`config.mk`:
```
export PLATFORM = sky130hd
export DESIGN_NAME = display_mode_ctrl
export DESIGN_NICKNAME = d
export VERILOG_FILES = /design/src/rtl/display_mode_ctrl.sv
export SDC_FILE = /design/constraint.sdc
export NUM_CORES = 1
export LEC_CHECK = 0
export CORE_AREA = 2 2 124 126
export CTS_BUF_LIST = sky130_fd_sc_hd__clkbuf_4 sky130_fd_sc_hd__clkbuf_8
export DETAILED_ROUTE_END_ITERATION = 8
export DIE_AREA = 0 0 126 128
export GPL_TIMING_DRIVEN = 0
export HOLD_SLACK_MARGIN = 0.03
export PLACE_DENSITY = 0.68
export SYNTH_ARGS = -nofsm -noshare
export SYNTH_HDL_FRONTEND = slang
export SYNTH_SLANG_ARGS = --single-unit
```
`constraint.sdc`:
```
create_clock -name CLK -period 10.5 [get_ports CLK]
set_clock_uncertainty 0.15 [all_clocks]
set_input_delay 2.1 -clock CLK [delete_from_list [all_inputs] [get_ports CLK]]
set_output_delay 2.1 -clock CLK [all_outputs]
set_load 0.02 [all_outputs]
```
`src/rtl/display_mode_ctrl.sv`:
```
// Mode sequencer and display-source arbiter in front of the VGA digit renderer.
// Edge-detects the buttons, steps the mode/set FSM and registers the selected segment source.
module display_mode_ctrl #(
    parameter int BLINK_MS   = 500,
    parameter int TIMEOUT_MS = 10000,
    parameter int CNT_W      = 14
) (
    input  logic        CLK,
    input  logic        RST_BTN,
    input  logic        tick_ms,
    input  logic        btn_mode,
    input  logic        btn_set,
    input  logic        btn_inc,
    input  logic [13:0] clk_hour,
    input  logic [13:0] clk_min,
    input  logic [13:0] clk_sec,
    input  logic [20:0] clk_milli,
    input  logic [13:0] sw_hour,
    input  logic [13:0] sw_min,
    input  logic [13:0] sw_sec,
    input  logic [20:0] sw_milli,
    input  logic [13:0] tmr_hour,
    input  logic [13:0] tmr_min,
    input  logic [13:0] tmr_sec,
    input  logic [20:0] tmr_milli,
    output logic [13:0] hourSeg,
    output logic [13:0] minSeg,
    output logic [13:0] secSeg,
    output logic [20:0] milliSeg,
    output logic [1:0]  SEL,
    output logic        inc_hour,
    output logic        inc_min,
    output logic        inc_sec,
    output logic        sw_toggle,
    output logic        tmr_toggle,
    output logic [2:0]  mode
);
    // state        | meaning
    // ST_CLOCK     | wall clock shown
    // ST_STOPWATCH | stopwatch shown, inc toggles run/stop
    // ST_TIMER     | countdown timer shown, inc toggles run/stop
    // ST_SET_HOUR  | editing clock hours, hour field blinks
    // ST_SET_MIN   | editing clock minutes, minute field blinks
    // ST_SET_SEC   | editing clock seconds, second field blinks
    typedef enum logic [2:0] {
        ST_CLOCK     = 3'd0,
        ST_STOPWATCH = 3'd1,
        ST_TIMER     = 3'd2,
        ST_SET_HOUR  = 3'd3,
        ST_SET_MIN   = 3'd4,
        ST_SET_SEC   = 3'd5
    } state_t;

    state_t           r_state;
    logic             r_mode_prev, r_set_prev, r_inc_prev;
    logic [CNT_W-1:0] r_blink_cnt, r_idle_cnt;
    logic             r_phase;

    logic             w_press_mode, w_press_set, w_press_inc, w_any_press;
    logic             w_inc_cmd, w_in_set, w_timeout, w_restart;
    logic [13:0]      w_src_hour, w_src_min, w_src_sec;
    logic [20:0]      w_src_milli;

    assign w_press_mode = btn_mode & ~r_mode_prev;
    assign w_press_set  = btn_set  & ~r_set_prev;
    assign w_press_inc  = btn_inc  & ~r_inc_prev;
    assign w_any_press  = w_press_mode | w_press_set | w_press_inc;
    assign w_inc_cmd    = w_press_inc & ~w_press_set & ~w_press_mode;
    assign w_in_set     = (r_state == ST_SET_HOUR) || (r_state == ST_SET_MIN) ||
                          (r_state == ST_SET_SEC);
    // The tick that brings idle_cnt to TIMEOUT_MS leaves the set state on that same edge.
    assign w_timeout    = w_in_set && tick_ms && !w_any_press &&
                          (r_idle_cnt == CNT_W'(TIMEOUT_MS - 1));
    // Every set press changes state, so it doubles as the counter restart.
    assign w_restart    = w_press_set | w_timeout;
    assign mode         = r_state;

    always_comb begin
        w_src_hour  = clk_hour;
        w_src_min   = clk_min;
        w_src_sec   = clk_sec;
        w_src_milli = clk_milli;
        case (r_state)
            ST_STOPWATCH: begin
                w_src_hour  = sw_hour;
                w_src_min   = sw_min;
                w_src_sec   = sw_sec;
                w_src_milli = sw_milli;
            end
            ST_TIMER: begin
                w_src_hour  = tmr_hour;
                w_src_min   = tmr_min;
                w_src_sec   = tmr_sec;
                w_src_milli = tmr_milli;
            end
            default: ;
        endcase
    end

    always_ff @(posedge CLK or posedge RST_BTN) begin
        if (RST_BTN) begin
            r_state     <= ST_CLOCK;
            r_mode_prev <= 1'b0;
            r_set_prev  <= 1'b0;
            r_inc_prev  <= 1'b0;
            r_blink_cnt <= '0;
            r_idle_cnt  <= '0;
            r_phase     <= 1'b0;
            hourSeg     <= '0;
            minSeg      <= '0;
            secSeg      <= '0;
            milliSeg    <= '0;
            SEL         <= 2'b00;
            inc_hour    <= 1'b0;
            inc_min     <= 1'b0;
            inc_sec     <= 1'b0;
            sw_toggle   <= 1'b0;
            tmr_toggle  <= 1'b0;
        end else begin
            r_mode_prev <= btn_mode;
            r_set_prev  <= btn_set;
            r_inc_prev  <= btn_inc;

            inc_hour   <= w_inc_cmd && (r_state == ST_SET_HOUR);
            inc_min    <= w_inc_cmd && (r_state == ST_SET_MIN);
            inc_sec    <= w_inc_cmd && (r_state == ST_SET_SEC);
            sw_toggle  <= w_inc_cmd && (r_state == ST_STOPWATCH);
            tmr_toggle <= w_inc_cmd && (r_state == ST_TIMER);

            hourSeg  <= (r_state == ST_SET_HOUR && r_phase) ? 14'd0 : w_src_hour;
            minSeg   <= (r_state == ST_SET_MIN  && r_phase) ? 14'd0 : w_src_min;
            secSeg   <= (r_state == ST_SET_SEC  && r_phase) ? 14'd0 : w_src_sec;
            milliSeg <= w_in_set ? 21'd0 : w_src_milli;
            case (r_state)
                ST_CLOCK:     SEL <= 2'b00;
                ST_STOPWATCH: SEL <= 2'b01;
                ST_TIMER:     SEL <= 2'b10;
                default:      SEL <= 2'b11;
            endcase

            if (w_restart || !w_in_set) begin
                r_blink_cnt <= '0;
                r_phase     <= 1'b0;
                r_idle_cnt  <= '0;
            end else begin
                if (tick_ms) begin
                    if (r_blink_cnt == CNT_W'(BLINK_MS - 1)) begin
                        r_blink_cnt <= '0;
                        r_phase     <= ~r_phase;
                    end else begin
                        r_blink_cnt <= r_blink_cnt + 1'b1;
                    end
                end
                if (w_any_press)
                    r_idle_cnt <= '0;
                else if (tick_ms)
                    r_idle_cnt <= r_idle_cnt + 1'b1;
            end

            case (r_state)
                ST_CLOCK: begin
                    if (w_press_set)       r_state <= ST_SET_HOUR;
                    else if (w_press_mode) r_state <= ST_STOPWATCH;
                end
                ST_STOPWATCH: begin
                    if (w_press_set)       r_state <= ST_CLOCK;
                    else if (w_press_mode) r_state <= ST_TIMER;
                end
                ST_TIMER: begin
                    if (w_press_set || w_press_mode) r_state <= ST_CLOCK;
                end
                ST_SET_HOUR: begin
                    if (w_press_set)    r_state <= ST_SET_MIN;
                    else if (w_timeout) r_state <= ST_CLOCK;
                end
                ST_SET_MIN: begin
                    if (w_press_set)    r_state <= ST_SET_SEC;
                    else if (w_timeout) r_state <= ST_CLOCK;
                end
                ST_SET_SEC: begin
                    if (w_press_set || w_timeout) r_state <= ST_CLOCK;
                end
                default: r_state <= ST_CLOCK;
            endcase
        end
    end
endmodule

```
==> results of run 1 <==
Yosys cell counts, drive strengths merged (3+ instances only):
library cell  number
xnor2              7
nor3               7
nand2             84
nor2b              3
nor4               3
nand3b             5
buf               10
a211oi             6
xor2               7
o31ai              5
and3               5
clkbuf            27
and4               3
nand3             13
nand2b             3
mux2i             23
or4                5
a31oi              5
inv                7
dfrtp            105
nor2              51
nand4              9
or3                8
o21ai             25
a21oi             70
a22oi             42
metrics by stage:
| step | instance area [um^2] | worst slack (ns) | power (uW) | hold slack, ns | instances |
|---|---|---|---|---|---|
| floorplan | 5100 | 5.49 | 1140 | 0.363 | 551 |
| global placement | 8010 | 3.87 | 1600 | 0.381 | 1006 |
| detailed placement | 8040 | 6.30 | 1630 | 0.400 | 1007 |
| CTS | 8270 | 6.72 | 1910 | 0.423 | 1023 |
| global route | 8270 | 6.56 | 2020 | 0.449 | 1023 |
| finish | 8270 | 6.72 | 1900 | 0.414 | 1023 |
worst max path at each step:
stage                           end  slack (ns)  cells after the start
floorplan                    SEL[0]        5.49                      1
global placement       milliSeg[11]        3.87                      2
detailed placement  r_blink_cnt[13]        6.30                      5
CTS                 r_blink_cnt[13]        6.72                      5
global route        r_blink_cnt[13]        6.56                      5
finish              r_blink_cnt[13]        6.72                      5
worst max-delay path, cell delays in order:
cell             delay, ns
clkdlybuf4s50_1       0.49
nor2b_1               0.40
a211oi_2              0.17
or4_1                 0.50
a211oi_1              0.26
per-layer routing:
metal | vias to the layer above | GRT usage | part of all wire
met3 | 39 | 0.0559 | 0.063
li1 | 2509 | - | -
met1 | 2488 | 0.270 | 0.41
met2 | 233 | 0.369 | 0.50
met4 | 0 | 0.0679 | 0.027
met5 | - | 0 | 0
cells by family after synthesis:
family / count (synthesis) / synth area share
and+or+nand+nor: 207 / 0.192
AOI/OAI and AO/OA: 156 / 0.183
DFF: 105 / 0.515
buffers and inverters: 44 / 0.0358
muxes: 23 / 0.0451
xor gates and xnor gates: 14 / 0.0240
adders and majority gates: 2 / 0.00490
sequential cells by signal, summed over array words and instances (netlist names), 2 cells and up:
name,cells
milliSeg,21
hourSeg,14
minSeg,14
r_blink_cnt,14
r_idle_cnt,14
secSeg,14
mode,3
SEL,2
area by class of cell:
cell class	instances	area, um^2	area share
timing repair buffer	268	2700	0.327
clock buffer	11	139	0.0168
clock inverter	5	86.3	0.0104
tap	188	235	0.0285
buffer	37	156	0.0189
sequential	105	2630	0.318
inverter	7	28.8	0.00348
multi-input combinational	402	2290	0.277
power by group:
| group | total [uW] | internal (uW) | switching (uW) |
|---|---|---|---|
| logic | 1030 | 456 | 578 |
| clock network | 287 | 142 | 144 |
| registers | 578 | 538 | 39.9 |
| total | 1900 | 1140 | 762 |
==> impl_metrics.csv, run 1 <==
group,metric,value,unit
clock_network,path_clk_slew,0.10,ns
synth,synthesis.instances,551,
critical_path,setup.worst_path.class,"in -> reg",
sta,drv_slew,0,
clock_network,cts_made_buffers,9,
synth,mappedNetlistNets,748,
clock_network,clk_root_buffer_cell,"clkbuf_8",
route,drcViolationCount,0,
worst_hold_path,hold_path_depth,2,
die,boundaryPins,268,
placement,detailedPlacementHpwl,13800,um
synth,async_reset_ff_frac,1.00,
critical_path,path_max_fanout,10,
worst_hold_path,hold_path_end,"r_phase",
die,die_area,0.0161,mm^2
global_routing,vias_in_the_first_global_route,5156,
clock_network,clock-sinks,105,
synth,yosysSeqAreaShare,0.515,
die,floorplan.die.height,128,um
critical_path,cp.required,10.65,ns
layout,mostFrequentLayoutCell,"clkdlybuf4s50_1",
synth,synthFlopType,"dfrtp_1",
global_routing,grt_antenna_before_repair,0,
critical_path,r2r-start,"r_idle_cnt[0]",
synth,synthDominantAreaCellType,"dfrtp_1",
die,die-width,126,um
critical_path,worst_r2r_endpoint,"r_blink_cnt[8]",
die,rows,45,
clock_network,clockBufferDepth,2,
synth,yosys_register_bits,105,
route,drt_first_iter_violations,334,
critical_path,setup.worst_path.start_class,"input pin",
outcome,outcome,"complete, no violations",
global_routing,grt_first_pass_wirelength,27700,um
clock_network,clk-insertion-delay-late,0.39,ns
sta,worstMarginPinSlew,0.582,ns
die,floorplan.core_area,0.0149,mm^2
route,routedWlPerCell,17.5,um
power,leakage,0.00329,uW
critical_path,regToRegSetupSlack,8.35,ns
layout,fill_cells,1299,
critical_path,critPathArrivalTime,3.93,ns
worst_hold_path,min_from,"r_phase",
route,totalWireLength,17900,um
global_routing,gr-total-overflow,0,
critical_path,worstSetupEndpointType,"flop",
placement,count_of_input_and_output_buffers,267,
global_routing,grt_max_degree,72,
route,dr.pass1.iters,5,
clock_network,post_cts_resized,0,
clock_network,h-tree-depth,3,
job,maxCapViolCount,0,
sta,tns,0,ns
synth,synth-warning-count,0,
layout,layout.nets,1027,
synth,synth_top_cells_by_area,"dfrtp_1 51%, a21oi_1 6.9%, a22oi_1 6.2%, nand2_1 6.1%, mux2i_1 4.5%",
layout,layout_common_cells,"267 x clkdlybuf4s50_1, 105 x dfrtp_1, 83 x nand2_1, 70 x a21oi_1, 51 x nor2_1",
power,power.density_cell_area,230,mW/mm^2
layout,share_of_cells_above_drive_strength_1,0.0407,
synth,yosys.area.top_type_share,0.515,
worst_hold_path,min_path_type,"reg -> reg",
clock_network,tritoncts,"done",
sta,grt_setup_unrepaired,"false",
die,starting_density_of_the_core,0.343,
power,vdd_ir_drop_max,89.4,uV
sta,finalHoldViolations,0,
synth,avgSynthCellArea,9.26,um^2
sta,max_freq,264,MHz
sta,setup_viol_count_final,0,
placement,place.gp.congestion,0.887,
route,vias_per_cell,5.15,
synth,number_of_synthesized_flops_with_an_enable_pin,0,
route,drtAntennaViolNets,0,
critical_path,worstSetupStartpoint,"btn_set",
sta,slew_headroom,0.609,
global_routing,grt_use_total,0.216,
clock_network,post-cts-setup-buffers,0,
sta,final.period_utilization,0.360,
route,route.vias.total,5269,
layout,synthToLayoutAreaGrowth,62.0,%
clock_network,ctsHoldBuffers,0,
layout,finish.utilization,0.556,
critical_path,r2r_cells,7,
synth,syn-cell-area,0.00510,mm^2
synth,ys_types,38,
sta,final_period_minus_worst_setup_slack,3.78,ns
layout,num_antenna_cells,0,
Note: power is estimated with default switching activity, not from simulation.
==> run 2: changes to the inputs <==
--- a/config.mk
+++ b/config.mk
@@ -11,7 +11,7 @@
 export DIE_AREA = 0 0 126 128
 export GPL_TIMING_DRIVEN = 0
 export HOLD_SLACK_MARGIN = 0.03
-export PLACE_DENSITY = 0.68
+export PLACE_DENSITY = 0.71
 export SYNTH_ARGS = -nofsm -noshare
 export SYNTH_HDL_FRONTEND = slang
 export SYNTH_SLANG_ARGS = --single-unit
==> constraint.sdc (replaced) <==
create_clock -name CLK -period 3.2 [get_ports CLK]
set_clock_uncertainty 0.15 [all_clocks]
set_input_delay 0.64 -clock CLK [delete_from_list [all_inputs] [get_ports CLK]]
set_output_delay 0.64 -clock CLK [all_outputs]
set_load 0.02 [all_outputs]
==> run 2 against run 1 <==
Effect of this change:
- clock power rose to 3.0 times the previous value
- sequential power rose to 3.3 times the previous value
- highest routed layer unchanged
- design area down 0.15%
- die area unchanged
- critical endpoint unchanged
==> impl_metrics.csv, run 2 (same netlist as run 1, synthesis figures left out) <==
group,metric,value,unit
outcome,outcome,"complete, no violations",
clock_network,post-cts-setup-buffers,0,
power,p_total,6150,uW
power,leakage,0.00327,uW
die,floorplan.core_area,0.0149,mm^2
die,starting_density_of_the_core,0.343,
critical_path,critPathArrivalTime,2.48,ns
global_routing,vias_in_the_first_global_route,4930,
sta,final_period_minus_worst_setup_slack,2.34,ns
layout,flip_flop_count_of_the_largest_register_all_copies_and_words_added,21,
clock_network,path_clk_slew,0.09,ns
critical_path,timing.critical_path.slowest_stage_cell,"clkdlybuf4s50_1",
route,drcViolationCount,0,
route,drtAntennaViolNets,0,
critical_path,path_max_fanout,10,
global_routing,grt_use_total,0.221,
route,vias_per_cell,5.08,
sta,tns,0,ns
die,rows,45,
layout,mostFrequentLayoutCell,"clkdlybuf4s50_1",
layout,layout_common_cells,"267 x clkdlybuf4s50_1, 105 x dfrtp_1, 83 x nand2_1, 70 x a21oi_1, 51 x nor2_1",
clock_network,clk-insertion-delay-late,0.39,ns
sta,worstMarginPinSlew,0.760,ns
sta,final.period_utilization,0.732,
critical_path,setup.worst_path.start_class,"input pin",
clock_network,ctsHoldBuffers,0,
global_routing,grt_antenna_before_repair,0,
global_routing,gr-total-overflow,0,
sta,drv_slew,0,
global_routing,grt_first_pass_wirelength,27800,um
clock_network,tritoncts,"done",
critical_path,critPathMaxStageDelay,0.50,ns
clock_network,h-tree-depth,3,
die,die_area,0.0161,mm^2
layout,share_of_cells_above_drive_strength_1,0.0407,
route,route.vias.total,5197,
clock_network,clk_root_buffer_cell,"clkbuf_8",
placement,place.gp.congestion,0.847,
placement,detailedPlacementHpwl,14100,um
sta,setup_viol_count_final,0,
critical_path,cp.required,3.33,ns
job,maxCapViolCount,0,
critical_path,cp_num_buf_inv,1,
worst_hold_path,min_path_type,"reg -> reg",
sta,slew_headroom,0.492,
die,floorplan.die.height,128,um
die,die-width,126,um
placement,dpl-instance-area,0.00805,mm^2
placement,count_of_input_and_output_buffers,267,
power,vdd_ir_drop_max,325,uV
clock_network,cts_made_buffers,9,
clock_network,clock-sinks,105,
route,totalWireLength,18200,um
sta,grt_setup_unrepaired,"false",
critical_path,cp_cell_sequence,"clkdlybuf4s50_1 -> nor2b_1 -> a211oi_2 -> or4_1 -> a211oi_1",
sta,max_freq,427,MHz
route,routedWlPerCell,17.7,um
critical_path,critPathTopFamily,"simple AND/OR/NAND/NOR gates",
die,boundaryPins,268,
layout,finalInstanceArea,0.00825,mm^2
route,drt_first_iter_violations,339,
clock_network,post_cts_resized,0,
layout,num_antenna_cells,0,
layout,registers.top_by_ff_count,"milliSeg",
power,power.density_cell_area,745,mW/mm^2
critical_path,setup.worst_path.class,"in -> reg",
global_routing,grt_max_degree,40,
layout,layout.nets,1028,
route,dr.pass1.iters,7,
sta,finalHoldViolations,0,
layout,synthToLayoutAreaGrowth,61.7,%
clock_network,clockBufferDepth,2,
critical_path,worstSetupEndpointType,"flop",
## run 2: changes by cell type in the layout (fill, tap and decap cells not counted), sizes merged
cell	before	now
buf	11	12
bufinv	2	1
clkinv	0	1
clkinvlp	0	3
inv	10	6
## run 2: metrics by stage
step	hold slack (ns)	utilization	instances	worst slack, ns
final	0.407	0.555	1023	0.857
after global routing	0.450	0.555	1023	0.702
after CTS	0.410	0.555	1023	0.859
after detailed placement	0.397	0.542	1008	0.462
after global placement	0.386	0.539	1006	-0.00296
after floorplan	0.363	-	551	1.15
## run 2: worst reg2reg max path, cell delays in order (launching register included)
cell and delay (ns):
dfrtp_1 0.41, buf_4 0.19, nor3b_2 0.57, nor2_1 0.26, clkbuf_1 0.30, nand2_1 0.14, a21oi_1 0.09
## run 2: final timing paths
path / startpoint / to / slack (ns) / depth (start not counted)
setup / recovery: btn_set / r_blink_cnt[13] / 0.86 / 5
min in group asynchronous: RST_BTN / SEL[1] / 0.56 / 2
hold / removal: r_idle_cnt[13] / r_idle_cnt[13] / 0.41 / 2
hold reg to reg: r_idle_cnt[13] / r_idle_cnt[13] / 0.41 / 2
max in group asynchronous: RST_BTN / inc_sec / 1.43 / 4
setup reg to reg: mode[2] / hourSeg[2] / 0.95 / 6
## run 2: power breakdown
| part | total, uW | internal (uW) | switching, uW |
|---|---|---|---|
| registers | 1890 | 1760 | 128 |
| clock network | 853 | 389 | 464 |
| logic | 3400 | 1500 | 1900 |
## run 2: final cells by class
class                           instances  area (um^2)
Clock buffer                           11          145
Buffer                                 37          156
Clock inverter                          4         53.8
Fill cell                            1374         6610
Inverter                                7         30.0
Sequential cell                       105         2630
Timing Repair Buffer                  269         2710
Tap cell                              188          235
Multi-Input combinational cell        402         2290
## run 2: metal layers
| metal | routed length, um | vias up | GRT usage |
|---|---|---|---|
| li1 | - | 2516 | - |
| met5 | 0 | - | 0 |
| met3 | 1290 | 19 | 0.0597 |
| met2 | 9100 | 201 | 0.378 |
| met4 | 326 | 0 | 0.0621 |
| met1 | 7440 | 2461 | 0.275 |
==> run 3: changes to the inputs <==
==> constraint.sdc (replaced) <==
create_clock -name CLK -period 2.15 [get_ports CLK]
set_clock_uncertainty 0.15 [all_clocks]
set_input_delay 0.43 -clock CLK [delete_from_list [all_inputs] [get_ports CLK]]
set_output_delay 0.43 -clock CLK [all_outputs]
set_load 0.02 [all_outputs]
==> run 3 against run 2 <==
Effect of this change:
- first-iteration DRC count rose by 0.88%
- combinational power increased by 51%
- global-route usage about the same
- sequential share of layout area fell by 0.24 points
- via count hardly changed
- clock power rose by 49%
- critical path depth increased by 1
- critical endpoint is now r_blink_cnt[1]
- largest power group unchanged
==> impl_metrics.csv, run 3 (same netlist as run 1, synthesis figures left out) <==
group,metric,value,unit
route,vias_per_cell,5.09,
critical_path,worst_r2r_endpoint,"r_blink_cnt[13]",
route,dr.pass1.iters,5,
die,floorplan.core_area,0.0149,mm^2
sta,worstMarginPinSlew,0.756,ns
power,leakage,0.00332,uW
die,starting_density_of_the_core,0.343,
route,totalWireLength,18100,um
layout,fill_cells,1368,
clock_network,tritoncts,"done",
clock_network,path_clk_slew,0.10,ns
critical_path,worstSetupEndpointType,"flop",
job,maxCapViolCount,0,
layout,layout.nets,1027,
clock_network,clk_root_buffer_cell,"clkbuf_8",
critical_path,r2r_cells,5,
clock_network,h-tree-depth,3,
layout,num_antenna_cells,0,
placement,count_of_input_and_output_buffers,267,
critical_path,cp_cell_sequence,"clkdlybuf4s50_1 -> nor2b_2 -> or3b_1 -> o21ai_4 -> buf_2 -> nor2_1",
critical_path,critPathMaxStageDelay,0.46,ns
layout,share_of_cells_above_drive_strength_1,0.0647,
clock_network,ctsHoldBuffers,0,
sta,grt_setup_unrepaired,"true",
layout,mostFrequentLayoutCell,"clkdlybuf4s50_1",
critical_path,path_max_fanout,10,
die,floorplan.die.height,128,um
layout,synthToLayoutAreaGrowth,63.0,%
die,boundaryPins,268,
layout,flip_flop_count_of_the_largest_register_all_copies_and_words_added,21,
route,routedWlPerCell,17.8,um
power,p_total,9220,uW
critical_path,regToRegSetupSlack,0.12,ns
layout,layout_common_cells,"266 x clkdlybuf4s50_1, 105 x dfrtp_1, 83 x nand2_1, 69 x a21oi_1, 51 x nor2_1",
die,die-width,126,um
critical_path,setup.worst_path.start_class,"input pin",
route,drt_first_iter_violations,342,
clock_network,cts_made_buffers,9,
critical_path,timing.critical_path.slowest_stage_cell,"or3b_1",
worst_hold_path,min_path_type,"in -> async",
layout,finalInstanceArea,0.00832,mm^2
critical_path,setup.worst_path.class,"in -> reg",
sta,final_period_minus_worst_setup_slack,2.03,ns
clock_network,clock-sinks,105,
sta,final.period_utilization,0.946,
power,vdd_ir_drop_max,482,uV
sta,final.hold.worst_slack,0.350,ns
sta,setup_viol_count_final,0,
global_routing,gr-total-overflow,0,
global_routing,grt_use_total,0.221,
layout,registers.top_by_ff_count,"milliSeg",
outcome,outcome,"complete, no violations",
clock_network,clk-insertion-delay-late,0.39,ns
route,drcViolationCount,0,
sta,max_freq,492,MHz
critical_path,r2r-start,"mode[0]",
power,power.density_cell_area,1110,mW/mm^2
sta,drv_slew,0,
global_routing,grt_antenna_before_repair,0,
route,drtAntennaViolNets,0,
global_routing,grt_max_degree,40,
sta,finalHoldViolations,0,
critical_path,cp.required,2.27,ns
die,die_area,0.0161,mm^2
placement,detailedPlacementHpwl,14100,um
critical_path,critPathArrivalTime,2.15,ns
global_routing,grt_first_pass_wirelength,27800,um
layout,finish.utilization,0.560,
sta,slew_headroom,0.495,
route,route.vias.total,5202,
placement,dpl-instance-area,0.00805,mm^2
placement,place.gp.congestion,0.847,
die,rows,45,
global_routing,vias_in_the_first_global_route,4931,
clock_network,clockBufferDepth,2,
run 3: cell types whose count changed in the layout (fill, tap and decap cells not counted), sizes merged:
| cell | change |
|---|---|
| clkbuf | -3 |
| buf | +2 |
| clkdlybuf4s50 | -1 |
| dlygate4sd2 | +1 |
run 3: how the worst max path moves through the flow:
stage | start | end | slack (ns)
3_3_place_gp | RST_BTN | milliSeg[6] | -0.84
4_1_cts | r_idle_cnt[0] | r_blink_cnt[1] | 0.0009
5_1_grt | mode[2] | minSeg[8] | -0.02
3_5_place_dp | tick_ms | r_blink_cnt[1] | -0.38
2_1_floorplan | mode[2] | r_blink_cnt[10] | 0.28
6_report | btn_set | r_blink_cnt[1] | 0.12
run 3: worst max-delay path, delay by kind of cell:
kind / cells / cell delay [ns]
buf+inv: 2 / 0.71
compound gates: 1 / 0.25
simple gates: 3 / 0.76
run 3: area by class of cell:
| cell class | count | area (um^2) | share of cell area |
|---|---|---|---|
| plain buffers | 35 | 165 | 0.0199 |
| clock buffers | 11 | 145 | 0.0175 |
| clock inverters | 4 | 53.8 | 0.00647 |
| inverters | 7 | 30.0 | 0.00361 |
| multi-input cells | 402 | 2340 | 0.281 |
| flip-flops and latches | 105 | 2630 | 0.316 |
| well taps | 188 | 235 | 0.0283 |
| repair buffers | 270 | 2720 | 0.327 |
run 3: where the power goes:
group	switching [uW]	internal [uW]	total, uW
clock network	691	579	1270
logic	2850	2280	5130
registers	193	2630	2820
run 3: metal layers:
| metal | track usage | wire (um) | vias up |
|---|---|---|---|
| li1 | - | - | 2515 |
| met1 | 0.276 | 7390 | 2464 |
| met2 | 0.378 | 9120 | 203 |
| met3 | 0.0597 | 1320 | 20 |
| met4 | 0.0621 | 326 | 0 |
| met5 | 0 | 0 | - |
run 3: what timing repair did:
| action | CTS | global route |
|---|---|---|
| setup buffers | 1 | 0 |
| gates resized for setup | 5 | 31 |
| pin swaps | 1 | 0 |
| setup endpoints to repair | 46 | 72 |
run 3: per-stage QoR:
step	worst slack, ns	std cells	TNS [ns]
global placement	-0.843	1006	-96.04
global route	-0.0156	1022	-0.0248
detailed placement	-0.378	1008	-9.55
finish	0.116	1022	0
CTS	0.000898	1024	0
floorplan	0.284	551	0
